## src/rtl/rf_pkg.sv

```systemverilog
// Shared types and sizing helpers for the register-file operand-fetch slice.
package rf_pkg;

  localparam int unsigned RF_NUM_REGS = 32;
  localparam int unsigned RF_DW       = 32;

  // Index width for a register file of num_regs entries (never narrower than 1 bit).
  function automatic int unsigned rf_idx_width(input int unsigned num_regs);
    return (num_regs > 1) ? $clog2(num_regs) : 1;
  endfunction

  localparam int unsigned RF_RW = rf_idx_width(RF_NUM_REGS);

  typedef logic [RF_RW-1:0] reg_idx_t;

  typedef struct packed {
    logic               valid;
    reg_idx_t           rd;
    logic [RF_DW-1:0]   data;
  } rf_wb_t;

endpackage

```

## src/rtl/rf_bypass_slot.sv

```systemverilog
// One operand slot: remembers which register was fetched, captures any
// writeback to that register that the read-first BRAM could not return,
// and selects the final operand value (x0 forced to zero).
module rf_bypass_slot
  import rf_pkg::*;
#(
  parameter int unsigned DATA_WIDTH = 32,
  parameter int unsigned RW         = 5
) (
  input  logic                  clk_i,
  input  logic                  rst_ni,
  input  logic                  flush_i,
  input  logic                  accept_i,
  input  logic                  hold_i,
  input  logic [RW-1:0]         req_rs_i,
  input  logic                  wb_we_i,
  input  logic [RW-1:0]         wb_rd_i,
  input  logic [DATA_WIDTH-1:0] wb_data_i,
  input  logic [DATA_WIDTH-1:0] rf_data_i,
  output logic [DATA_WIDTH-1:0] data_o
);

  logic [RW-1:0]         rs_q,      rs_d;
  logic                  byp_q,     byp_d;
  logic [DATA_WIDTH-1:0] byp_val_q, byp_val_d;

  // Next-state: capture index on accept, track late writes while held, clear on flush.
  always_comb begin
    rs_d      = rs_q;
    byp_d     = byp_q;
    byp_val_d = byp_val_q;
    if (accept_i) begin
      rs_d = req_rs_i;
      // Read-first BRAM returns the old value when a write hits the same address.
      if (wb_we_i && (wb_rd_i == req_rs_i)) begin
        byp_d     = 1'b1;
        byp_val_d = wb_data_i;
      end else begin
        byp_d     = 1'b0;
      end
    end else if (hold_i) begin
      // BRAM output is frozen while stalled, so later writes must be captured here.
      if (wb_we_i && (wb_rd_i == rs_q)) begin
        byp_d     = 1'b1;
        byp_val_d = wb_data_i;
      end else begin
        byp_d     = byp_q;
      end
    end else begin
      byp_d = byp_q;
    end
    if (flush_i) begin
      byp_d = 1'b0;
    end else begin
      byp_d = byp_d;
    end
  end

  // Slot state register.
  always_ff @(posedge clk_i or negedge rst_ni) begin
    if (!rst_ni) begin
      rs_q      <= {RW{1'b0}};
      byp_q     <= 1'b0;
      byp_val_q <= {DATA_WIDTH{1'b0}};
    end else begin
      rs_q      <= rs_d;
      byp_q     <= byp_d;
      byp_val_q <= byp_val_d;
    end
  end

  // Operand select: x0 reads zero, then bypass value, then BRAM data.
  always_comb begin
    data_o = rf_data_i;
    if (rs_q == {RW{1'b0}}) begin
      data_o = {DATA_WIDTH{1'b0}};
    end else if (byp_q) begin
      data_o = byp_val_q;
    end else begin
      data_o = rf_data_i;
    end
  end

endmodule

```

## src/rtl/rf_operand_fetch.sv

```systemverilog
// Operand-fetch stage: issues rs1/rs2 reads to two read-first BRAM banks,
// mirrors writeback into both banks, and presents both operands with their
// tag one cycle after the request is accepted.
module rf_operand_fetch
  import rf_pkg::*;
#(
  parameter int unsigned DATA_WIDTH = 32,
  parameter int unsigned NUM_REGS   = 32,
  parameter int unsigned TAG_WIDTH  = 32,
  localparam int unsigned RW        = rf_idx_width(NUM_REGS)
) (
  input  logic                  clk_i,
  input  logic                  rst_ni,
  input  logic                  flush_i,
  input  logic                  req_valid_i,
  output logic                  req_ready_o,
  input  logic [RW-1:0]         req_rs1_i,
  input  logic [RW-1:0]         req_rs2_i,
  input  logic [TAG_WIDTH-1:0]  req_tag_i,
  input  logic                  wb_valid_i,
  input  logic [RW-1:0]         wb_rd_i,
  input  logic [DATA_WIDTH-1:0] wb_data_i,
  output logic                  rf1_en_o,
  output logic [RW-1:0]         rf1_addr_o,
  input  logic [DATA_WIDTH-1:0] rf1_data_i,
  output logic                  rf2_en_o,
  output logic [RW-1:0]         rf2_addr_o,
  input  logic [DATA_WIDTH-1:0] rf2_data_i,
  output logic                  rf_we_o,
  output logic [RW-1:0]         rf_waddr_o,
  output logic [DATA_WIDTH-1:0] rf_wdata_o,
  output logic                  out_valid_o,
  input  logic                  out_ready_i,
  output logic [DATA_WIDTH-1:0] out_rs1_data_o,
  output logic [DATA_WIDTH-1:0] out_rs2_data_o,
  output logic [TAG_WIDTH-1:0]  out_tag_o
);

  logic                 out_valid_q, out_valid_d;
  logic [TAG_WIDTH-1:0] tag_q,       tag_d;
  logic                 accept_s;
  logic                 hold_s;
  logic                 wb_we_s;

  // Handshake, read issue and writeback drive.
  always_comb begin
    req_ready_o = (!out_valid_q) || out_ready_i;
    accept_s    = req_valid_i && req_ready_o;
    hold_s      = out_valid_q && (!out_ready_i);
    // Enables stay low unless accepting so BRAM outputs hold during a stall.
    rf1_en_o    = accept_s;
    rf2_en_o    = accept_s;
    rf1_addr_o  = req_rs1_i;
    rf2_addr_o  = req_rs2_i;
    // x0 is never written, keeping BRAM content for x0 irrelevant.
    wb_we_s     = wb_valid_i && (wb_rd_i != {RW{1'b0}});
    rf_we_o     = wb_we_s;
    rf_waddr_o  = wb_rd_i;
    rf_wdata_o  = wb_data_i;
  end

  // Output valid/tag next-state; flush wins and drops a same-cycle accept.
  always_comb begin
    out_valid_d = out_valid_q;
    tag_d       = tag_q;
    if (accept_s) begin
      tag_d = req_tag_i;
    end else begin
      tag_d = tag_q;
    end
    if (flush_i) begin
      out_valid_d = 1'b0;
    end else if (accept_s) begin
      out_valid_d = 1'b1;
    end else if (out_ready_i) begin
      out_valid_d = 1'b0;
    end else begin
      out_valid_d = out_valid_q;
    end
  end

  // Output stage registers.
  always_ff @(posedge clk_i or negedge rst_ni) begin
    if (!rst_ni) begin
      out_valid_q <= 1'b0;
      tag_q       <= {TAG_WIDTH{1'b0}};
    end else begin
      out_valid_q <= out_valid_d;
      tag_q       <= tag_d;
    end
  end

  assign out_valid_o = out_valid_q;
  assign out_tag_o   = tag_q;

  rf_bypass_slot #(
    .DATA_WIDTH (DATA_WIDTH),
    .RW         (RW)
  ) u_slot_rs1 (
    .clk_i     (clk_i),
    .rst_ni    (rst_ni),
    .flush_i   (flush_i),
    .accept_i  (accept_s),
    .hold_i    (hold_s),
    .req_rs_i  (req_rs1_i),
    .wb_we_i   (wb_we_s),
    .wb_rd_i   (wb_rd_i),
    .wb_data_i (wb_data_i),
    .rf_data_i (rf1_data_i),
    .data_o    (out_rs1_data_o)
  );

  rf_bypass_slot #(
    .DATA_WIDTH (DATA_WIDTH),
    .RW         (RW)
  ) u_slot_rs2 (
    .clk_i     (clk_i),
    .rst_ni    (rst_ni),
    .flush_i   (flush_i),
    .accept_i  (accept_s),
    .hold_i    (hold_s),
    .req_rs_i  (req_rs2_i),
    .wb_we_i   (wb_we_s),
    .wb_rd_i   (wb_rd_i),
    .wb_data_i (wb_data_i),
    .rf_data_i (rf2_data_i),
    .data_o    (out_rs2_data_o)
  );

endmodule

```

## config.mk

```make
export PLATFORM = sky130hd
export DESIGN_NAME = rf_operand_fetch
export DESIGN_NICKNAME = d
export VERILOG_FILES = /design/src/rtl/rf_pkg.sv /design/src/rtl/rf_bypass_slot.sv /design/src/rtl/rf_operand_fetch.sv
export SDC_FILE = /design/constraint.sdc
export NUM_CORES = 1
export LEC_CHECK = 0
export ABC_AREA = 1
export BUFFER_PORTS_ARGS = -buffer_cell sky130_fd_sc_hd__buf_2
export CAP_MARGIN = 20
export CORE_AREA = 2 2 166 119
export CTS_CLUSTER_SIZE = 30
export DETAILED_ROUTE_END_ITERATION = 7
export DIE_AREA = 0 0 168 121
export SYNTH_ARGS = -nofsm -noshare
export SYNTH_HDL_FRONTEND = slang
export SYNTH_HIERARCHICAL = 1
export SYNTH_SLANG_ARGS = --single-unit
export TNS_END_PERCENT = 10
```

## constraint.sdc

```tcl
create_clock -name clk_i -period 2.05 [get_ports clk_i]
set_input_delay 0.1025 -clock clk_i [delete_from_list [all_inputs] [get_ports clk_i]]
set_output_delay 0.1025 -clock clk_i [all_outputs]
set_load 0.005 [all_outputs]
```

* After elaboration in Yosys (flattened, before gate mapping)
Index checks and enable logic that the tools add are counted.
** Storage, ports and cells
- Register bits :: 109
- Input port bits :: 149
- Output and inout bits :: 148
- Logic and storage cells :: 63
** Cells by class
- Eq/ne operators :: 6
- Multiplexer cells :: 25
- Reduce and logical (&&, ||, !) cells :: 24
** Operators with widths (number)
- 32-bit 2-to-1 mux :: 12
- 5-bit == test :: 4
- 1-bit 2-to-1 mux :: 13
- 3-bit nonzero test :: 4
- 5-bit zero test :: 2
- 1-bit logical AND :: 7
- 3-bit AND reduction :: 2
- 2-bit nonzero test :: 3
- 5-bit nonzero test :: 1
- 2-bit by 1-bit inequality test with 1-bit output (second input constant) :: 2
- 2-bit AND reduction :: 2
- 1-bit zero test :: 2
- 1-bit logical OR :: 1

* Depth between registers and ports, before layout
Gate-level depths: netlist of run 1.
- Word-level depth :: 7
- Depth in mapped cells :: 12
- Depth with buffers taken out :: 11

* Cells and area by module
The synthesis of run 1 kept the hierarchy.
** Modules (own cells, without submodules)
- rf_bypass_slot :: times used 2, cells an instance 318, area an instance 2367.3 um^2, sequential area each 950.9 um^2
- rf_operand_fetch :: times used 1, cells an instance 200, area an instance 1727.9 um^2, sequential area each 825.8 um^2

* Least setup slack after synthesis of run 1
Ideal clock, no wire load.
- Path type :: register to register
- From :: reg out_valid_q (netlist: out_valid_o)
- To :: reg u_slot_rs1.byp_val_q[18]
- Arrival :: 1.477 ns
- Required time :: 1.933 ns
- Slack :: 0.456 ns
- Stages on the path, launching flop included :: 11
- Buffers on the path :: 2
- Period minus slack after synthesis :: 1.594 ns
- Cells stage by stage :: dfrtp_1 -> nand2_4 -> nand2_4 -> buf_6 -> inv_1 -> inv_1 -> nand2_2 -> nand2_4 -> buf_6 -> nand2_1 -> nand2_1
** On the way
- Cells in the longest elaborated chain, start to end :: 5
- Elaborated cells on any way between the ends :: 9
- Those cells by class :: eq/ne (1); mux (1); reduce/logical (7)
** RTL lines
- from (decl) :: line rf_operand_fetch.sv:39 : logic out_valid_q, out_valid_d;
- from (signal assigned) :: line rf_operand_fetch.sv:88 : out_valid_q <= out_valid_d;
- 1-bit zero test * :: line rf_operand_fetch.sv:47 : req_ready_o = (!out_valid_q) || out_ready_i;
- 1-bit logical OR * :: line rf_operand_fetch.sv:47
- 1-bit logical AND * :: line rf_operand_fetch.sv:48 : accept_s = req_valid_i && req_ready_o;
- named net rf1_en_o :: line rf_operand_fetch.sv:23 : output logic rf1_en_o,
- 2-bit by 1-bit inequality test with 1-bit output (no line) / 2-bit nonzero test (equally long branches)
- 3-bit AND reduction (no line)
- to (signal assigned) :: line rf_bypass_slot.sv:64 : byp_val_q <= {DATA_WIDTH{1'b0}};
- to (signal assigned) :: line rf_bypass_slot.sv:68 : byp_val_q <= byp_val_d;
- to (decl) :: line rf_bypass_slot.sv:25 : logic [DATA_WIDTH-1:0] byp_val_q, byp_val_d;
Mark *: on every way through the listed nets, which the timed path passes. The rest lies on a longest branch.
A chain may end at the register's enable or synchronous reset.

* Worst setup path in the final report of run 1
- From :: reg u_slot_rs1.byp_q
- To :: out out_rs1_data_o[3]
** On the way
- Cells in the longest elaborated chain, start to end :: 2
** RTL lines
- from (decl) :: line rf_bypass_slot.sv:24 : logic byp_q, byp_d;
- from (signal assigned) :: line rf_bypass_slot.sv:67 : byp_q <= byp_d;
- 32-bit 2-to-1 mux :: line rf_bypass_slot.sv:77 : end else if (byp_q) begin
- 32-bit 2-to-1 mux :: line rf_bypass_slot.sv:75 : if (rs_q == {RW{1'b0}}) begin
- to (decl) :: line rf_operand_fetch.sv:34 : output logic [DATA_WIDTH-1:0] out_rs1_data_o,
Every way passes these cells.

==> results of run 1 <==
-- repair_timing --
| action | in CTS | in global routing |
|---|---|---|
| setup endpoints to repair | 0 | 21 |
| hold endpoints to repair | 82 | 0 |
| hold buffers | 47 | 0 |
| setup buffers | 0 | 1 |
-- worst max-delay path by stage --
stage | to | from
final | out_rs1_data_o[3] | u_slot_rs1/byp_q$_DFFE_PN0P_
after global routing | out_rs1_data_o[3] | u_slot_rs1/byp_q$_DFFE_PN0P_
after CTS | out_rs2_data_o[5] | u_slot_rs2/rs_q[4]$_DFFE_PN0P_
after detailed placement | u_slot_rs2/byp_val_q[13]$_DFFE_PN0P_ | out_valid_o$_DFFE_PN0P_
after global placement | u_slot_rs2/byp_val_q[0]$_DFFE_PN0P_ | out_valid_o$_DFFE_PN0P_
after floorplan | u_slot_rs1/byp_val_q[18]$_DFFE_PN0P_ | out_valid_o$_DFFE_PN0P_
-- power groups by stage --
stage / clock [mW] / combinational [mW] / sequential, mW
final: 1.75 / 1.54 / 2.64
after global routing: 1.92 / 1.75 / 2.68
after CTS: 1.82 / 1.56 / 2.64
after detailed placement: 0 / 1.49 / 2.67
after global placement: 0 / 1.46 / 2.68
after floorplan: 0 / 0.888 / 2.62
-- worst min-delay path, stage by stage --
cell,delay [ns]
buf_2,0.12
nand2_1,0.05
o21ai_0,0.06
-- flip-flops by register name, summed over array words and instances (netlist names) --
| register | cells |
|---|---|
| out_valid_o | 1 |
| u_slot_rs2/byp_val_q | 32 |
| out_tag_o | 32 |
| u_slot_rs1/byp_val_q | 32 |
| u_slot_rs1/rs_q | 5 |
| u_slot_rs1/byp_q | 1 |
| u_slot_rs2/rs_q | 5 |
| u_slot_rs2/byp_q | 1 |
-- synth_stat cells --
cell | instances | area share (%)
buf_2 | 12 | 0.93
buf_4 | 61 | 7.1
buf_6 | 11 | 1.9
clkbuf_1 | 8 | 0.46
dfrtp_1 | 109 | 42
inv_1 | 96 | 5.6
inv_2 | 5 | 0.29
mux2_2 | 64 | 11
nand2_1 | 323 | 19
nand2_2 | 2 | 0.19
nand2_4 | 6 | 1.0
nand3_1 | 105 | 8.1
nor2_1 | 20 | 1.2
nor3_1 | 2 | 0.15
o21ai_0 | 12 | 0.93
-- layout make-up --
cell class / instances / area (um^2)
Inverter: 101 / 379
Fill cell: 1891 / 10100
Clock inverter: 6 / 53.8
Multi-Input combinational cell: 534 / 2690
Timing Repair Buffer: 361 / 2150
Sequential cell: 109 / 2730
Tap cell: 242 / 303
Clock buffer: 10 / 239
-- routing by layer --
| metal | wire [um] | global-route usage, % |
|---|---|---|
| met4 | 185 | 3.70 |
| met3 | 1310 | 4.47 |
| met5 | 13 | 0 |
| met1 | 9380 | 27.4 |
| met2 | 8970 | 31.9 |
-- metrics by stage --
| step | area (um^2) | setup slack, ns | cells |
|---|---|---|---|
| 3_5_place_dp | 7770 | 0.300 | 1299 |
| 4_1_cts | 8540 | 0.0777 | 1362 |
| 2_1_floorplan | 6460 | 0.456 | 836 |
| 3_3_place_gp | 7770 | 0.338 | 1299 |
| 6_report | 8540 | 0.203 | 1363 |
| 5_1_grt | 8540 | 0.0722 | 1363 |
-- cells by family after synthesis --
logic type,count (synthesis),synth area share (%)
simple gates,458,29.4
buf+inv,193,16.3
flops,109,42.2
mux,64,11.2
compound gates,12,0.929
-- cells in the final DEF, fill, tap and decap left out, types with 2 or more instances in the layout --
master,synthesis,final
nand2_1,323,323
buf_2,12,295
dfrtp_1,109,108
nand3_1,105,104
inv_1,96,96
mux2_2,64,64
dlygate4sd3_1,0,47
nor2_1,20,20
buf_4,61,14
o21ai_0,12,12
clkbuf_16,0,9
nand2_4,6,6
inv_2,5,5
buf_12,0,5
inv_8,0,2
inv_6,0,2
nor3_1,2,2
nand2_2,2,2
==> results.sh, run 1 <==
export IMPL_netlist_area_um2=6460
export IMPL_startpoint_type="register"
export IMPL_hold_violations=0
export IMPL_endpoint_kind="output port"
export IMPL_num_io_pins=297
export IMPL_synth_ff_latch_count=109
export IMPL_firstDrtPassIters=4
export IMPL_rsz0062_at_grt="no"
export IMPL_hold_start="req_rs2_i[0]"
export IMPL_setup_tns_ns=0
export IMPL_r2r_setup_slack_ns=0.29
export IMPL_crit_required_ns=1.95
export IMPL_die_x_um=168
export IMPL_dieHeight_um=121
export IMPL_first_global_vias=5711
export IMPL_cts_buffers=9
export IMPL_seq_area_frac_synth_pct=42.2
export IMPL_syn_nets=985
export IMPL_ant_nets=0
export IMPL_die_area_um2=20300
export IMPL_status="finished, final reports clean"
export IMPL_slowest_stage="buf_4"
export IMPL_cp_arrival_ns=1.74
export IMPL_whs_ns=0.0186
export IMPL_worstPathMaxFanout=32
export IMPL_drc=0
export IMPL_drt_iter0_drc=328
export IMPL_hp_class="primary input to register"
export IMPL_vias_per_cell=4.53
export IMPL_io_buffers=296
export IMPL_r2r_end="u_slot_rs2/byp_val_q[13]$_DFFE_PN0P_"
export IMPL_power_density_nw_per_um2=695
export IMPL_post_cts_resize_count=0
export IMPL_period_minus_slack_ns=1.85
export IMPL_grt_antenna_before_repair=1
export IMPL_grt_overflow_total=0
export IMPL_clock_latency_ns=0.35
export IMPL_skew_ns=0.00468
export IMPL_post_route_util_pct=45.8
export IMPL_fin_nets=1265
export IMPL_floorplan_rows=42
export IMPL_cts_root_buf="clkbuf_16"
export IMPL_cap_violations=0
export IMPL_grt_pass1_wl_mm=31.1
export IMPL_clockPowerShare_pct=29.5
export IMPL_ir_drop_mv=0.369
export IMPL_netSwitchingPower_mw=1.87
export IMPL_setup_viol=0
export IMPL_drv_slew=0
export IMPL_total_power_mw=5.93
export IMPL_r2r_start="out_valid_o$_DFFE_PN0P_"
export IMPL_crit_chain="buf_4 -> mux2_2 -> nand2_1 -> inv_1 -> buf_2"
export IMPL_grt_use_total_pct=19.8
export IMPL_hold_end="u_slot_rs2/rs_q[0]$_DFFE_PN0P_"
export IMPL_vias=6173
export IMPL_worst_pin_slew_ns=0.559
export IMPL_diodes=0
export IMPL_drive_gt1_share_pct=36.5
export IMPL_finalCritPeriodShare_pct=90.1
export IMPL_cts_tree="done"
export IMPL_coreArea_um2=18700
export IMPL_grt_max_degree=41
export IMPL_dpl_hpwl_mm=14.1
export IMPL_maxSlewHeadroom_pct=62.7
export IMPL_worstHoldPathCells=3
export IMPL_clock_fmax_mhz=541
export IMPL_ys_types=15
export IMPL_pwr_share_comb_pct=26.0
export IMPL_wirelength_mm=19.9
export IMPL_post_drt_wl_per_cell_um=14.6
export IMPL_clock_path_buffers=2
export IMPL_cp_top_family="buffers and inverters"
export IMPL_crit_cells=5
export IMPL_leakagePower_nw=5.12
export IMPL_syn_inst=836
export IMPL_p_int_mw=4.06
export IMPL_rr_worst_depth=8
export IMPL_initial_core_util_pct=34.6
export IMPL_cts_sinks=109
export IMPL_syn_avg_cell_area_um2=7.73
export IMPL_swShare_pct=31.6
export IMPL_crit_type="register to output port"
export IMPL_clk_pin_slew_ns=0.07
export IMPL_max_stage_delay_ns=0.41
export IMPL_gp_congestion=0.830
export IMPL_ys_warn_count=6
export IMPL_path_buf_inv=3
export IMPL_synthToLayoutAreaGrowth_pct=32.2
export IMPL_seqPwrFrac_pct=44.5
export IMPL_htree_levels=3
(Power assumes the default switching activity.)
==> run 2, diff against run 1 <==
--- a/config.mk
+++ b/config.mk
@@ -5,13 +5,12 @@
 export SDC_FILE = /design/constraint.sdc
 export NUM_CORES = 1
 export LEC_CHECK = 0
-export ABC_AREA = 1
 export BUFFER_PORTS_ARGS = -buffer_cell sky130_fd_sc_hd__buf_2
 export CAP_MARGIN = 20
-export CORE_AREA = 2 2 166 119
+export CORE_AREA = 2 2 162 116
 export CTS_CLUSTER_SIZE = 30
 export DETAILED_ROUTE_END_ITERATION = 7
-export DIE_AREA = 0 0 168 121
+export DIE_AREA = 0 0 164 118
 export SYNTH_ARGS = -nofsm -noshare
 export SYNTH_HDL_FRONTEND = slang
 export SYNTH_HIERARCHICAL = 1
==> run 2 against run 1 <==
  * Clock power fell by 4%
  * Sequential power up 7.6%
  * Critical path type unchanged
  * Critical path depth up 1
==> results.sh, run 2 <==
export IMPL_rr_worst_depth=7
export IMPL_die_x_um=164
export IMPL_dpl_hpwl_mm=11.7
export IMPL_rsz0062_at_grt="yes"
export IMPL_clock_path_buffers=2
export IMPL_coreArea_um2=17800
export IMPL_period_minus_slack_ns=2.01
export IMPL_cts_sinks=109
export IMPL_num_io_pins=297
export IMPL_total_power_mw=6.16
export IMPL_syn_nets=617
export IMPL_syn_avg_cell_area_um2=13.1
export IMPL_placed_area_um2=7580
export IMPL_final_common_cell="buf_2"
export IMPL_drv_slew=0
export IMPL_crit_type="register to output port"
export IMPL_vias_per_cell=4.42
export IMPL_cts_tree="done"
export IMPL_leakagePower_nw=4.47
export IMPL_finalCritPeriodShare_pct=98.3
export IMPL_clock_latency_ns=0.35
export IMPL_seq_area_um2=2730
export IMPL_gp_congestion=0.757
export IMPL_hold_start="wb_data_i[20]"
export IMPL_grt_antenna_before_repair=0
export IMPL_clock_fmax_mhz=496
export IMPL_diodes=0
export IMPL_ant_nets=0
export IMPL_synth_top_area_share_pct=44.4
export IMPL_r2r_start="out_valid_o$_DFFE_PN0P_"
export IMPL_pre_cts_ws_ns=-0.0648
export IMPL_grt_pass1_wl_mm=23.7
export IMPL_p_int_mw=4.49
export IMPL_htree_levels=3
export IMPL_ys_types=27
export IMPL_syn_inst=468
export IMPL_r2r_setup_slack_ns=0.28
export IMPL_initial_core_util_pct=34.5
export IMPL_grt_overflow_total=0
export IMPL_grt_max_degree=63
export IMPL_async_flop_share_pct=100
export IMPL_skew_ns=0.00916
export IMPL_wirelength_mm=16.3
export IMPL_clk_pin_slew_ns=0.07
export IMPL_fill_cells=1631
export IMPL_drc=0
export IMPL_fin_cells=1014
export IMPL_swShare_pct=27.1
export IMPL_dieHeight_um=118
export IMPL_multi_input_area_um2=2850
export IMPL_synth_ff_latch_count=109
export IMPL_cts_root_buf="clkbuf_16"
export IMPL_synthToLayoutAreaGrowth_pct=38.3
export IMPL_netlist_area_um2=6140
export IMPL_vias=4484
export IMPL_ir_drop_mv=0.412
export IMPL_crit_required_ns=1.95
export IMPL_synthFlopType="dfrtp_1"
export IMPL_fin_area_um2=8500
export IMPL_first_global_vias=4316
export IMPL_drt_iter0_drc=151
export IMPL_synth_top_area_cell="dfrtp_1"
export IMPL_startpoint_type="register"
export IMPL_die_area_um2=19400
export IMPL_synth_area_top_cells="dfrtp_1, mux2_4, mux2i_1"
export IMPL_seq_area_frac_synth_pct=44.4
export IMPL_synth_edf_count=0
export IMPL_io_buffers=296
export IMPL_floorplan_rows=41
export IMPL_setup_tns_ns=0
export IMPL_netlist_top_cells_count="dfrtp_1, mux2_4, nor2_1"
export IMPL_drive_gt1_share_pct=59.5
export IMPL_dp_cells=948
export IMPL_clockPowerShare_pct=27.2
export IMPL_pwr_share_comb_pct=26.6
export IMPL_seqPwrFrac_pct=46.2
export IMPL_crit_chain="or4_4 -> nor2_4 -> buf_12 -> clkbuf_16 -> nor2_1 -> buf_2"
export IMPL_status="finished, final reports clean"
export IMPL_worst_slack_ns=0.0357
export IMPL_max_stage_delay_ns=0.55
export IMPL_worst_pin_slew_ns=0.574
export IMPL_post_drt_wl_per_cell_um=16.1
export IMPL_setup_viol=0
export IMPL_power_density_nw_per_um2=725
export IMPL_hp_class="primary input to register"
export IMPL_fin_nets=922
export IMPL_worstPathMaxFanout=8
export IMPL_netSwitchingPower_mw=1.67
export IMPL_worstHoldPathCells=2
export IMPL_whs_ns=0.0219
export IMPL_cap_violations=0
export IMPL_cts_buffers=9
export IMPL_cp_arrival_ns=1.91
export IMPL_firstDrtPassIters=4
export IMPL_post_route_util_pct=47.7
export IMPL_mostFrequentLayoutCells="buf_2, dfrtp_1, mux2_4"
export IMPL_ys_warn_count=6
export IMPL_hold_violations=0
export IMPL_slowest_stage="or4_4"
export IMPL_endpoint_kind="output port"
export IMPL_hold_end="u_slot_rs1/byp_val_q[20]$_DFFE_PN0P_"
export IMPL_r2r_end="u_slot_rs2/byp_val_q[16]$_DFFE_PN0P_"
export IMPL_maxSlewHeadroom_pct=61.7
export IMPL_grt_use_total_pct=15.9
export IMPL_yosysMostFrequentCell="dfrtp_1"
==> run 2: changes by cell type in the layout (fill, tap and decap cells not counted), moves of 5 or more <==
cell / before / now
buf_12: 5 / 11
dlygate4sd3_1: 47 / 40
inv_1: 96 / 2
inv_2: 5 / 0
mux2_2: 64 / 13
mux2_4: 0 / 89
mux2i_1: 0 / 64
nand2_1: 323 / 0
nand2_4: 6 / 1
nand3_1: 104 / 2
nor2_1: 20 / 64
o21ai_0: 12 / 0
xnor2_1: 0 / 12
xor2_1: 0 / 8
==> run 2: power by group through the flow <==
stage,Sequential (mW),Clock [mW],Combinational (mW)
finish,2.84,1.68,1.64
global route,2.90,1.83,1.78
CTS,2.84,1.74,1.60
detailed placement,2.88,0,1.53
global placement,2.88,0,1.51
floorplan,2.79,0,1.01
==> run 2: worst max-delay path by stage <==
stage / startpoint / to / slack [ns]
CTS: u_slot_rs1/rs_q[2]$_DFFE_PN0P_ / out_rs1_data_o[21] / -0.03
floorplan: out_valid_o$_DFFE_PN0P_ / u_slot_rs1/byp_val_q[0]$_DFFE_PN0P_ / -0.13
finish: u_slot_rs2/rs_q[2]$_DFFE_PN0P_ / out_rs2_data_o[13] / 0.04
global route: u_slot_rs2/rs_q[2]$_DFFE_PN0P_ / out_rs2_data_o[17] / -0.04
global placement: wb_rd_i[0] / u_slot_rs1/byp_val_q[16]$_DFFE_PN0P_ / -0.06
detailed placement: wb_rd_i[0] / u_slot_rs1/byp_val_q[17]$_DFFE_PN0P_ / -0.06
==> run 2: area by class of cell <==
type	instances	share of cell area, %
Multi-Input combinational cell	282	33.5
Inverter	4	0.177
Tap cell	236	3.48
Clock inverter	6	0.530
Clock buffer	10	2.81
Timing Repair Buffer	367	27.4
Sequential cell	109	32.1
==> run 2: repair_timing <==
| action | CTS | global route |
|---|---|---|
| setup endpoints to repair | 50 | 64 |
| hold buffers | 40 | 0 |
| pin swaps | 0 | 7 |
| endpoints found under the hold margin | 68 | 0 |
| gates cloned | 0 | 4 |
| gates resized for setup | 2 | 14 |
| buffers inserted | 0 | 6 |
==> run 2: cells by family (layout without fill, tap and decap cells) <==
group | count (synthesis) | in the layout | share of synthesized area (%)
AO/OA/AOI/OAI | 5 | 5 | 0.855
XOR/XNOR | 20 | 20 | 2.85
buffers and inverters | 77 | 387 | 9.72
flip-flops | 109 | 109 | 44.4
multiplexers | 170 | 170 | 35.3
AND/OR/NAND/NOR | 87 | 87 | 6.88
==> run 2: per-layer routing <==
layer / track usage [%] / part of all wire [%] / up-vias
li1: - / - / 2167
met1: 21.6 / 47 / 2146
met2: 25.7 / 46 / 157
met3: 3.56 / 5.7 / 14
met4: 4.06 / 1.3 / 0
met5: 0 / 0 / -
==> run 2: worst max-delay path: cells and delay by family, from the launching register on <==
kind,cells,cell delay (ns)
buffers and inverters,3,0.41
AND/OR/NAND/NOR,3,0.74
flip-flops,1,0.40
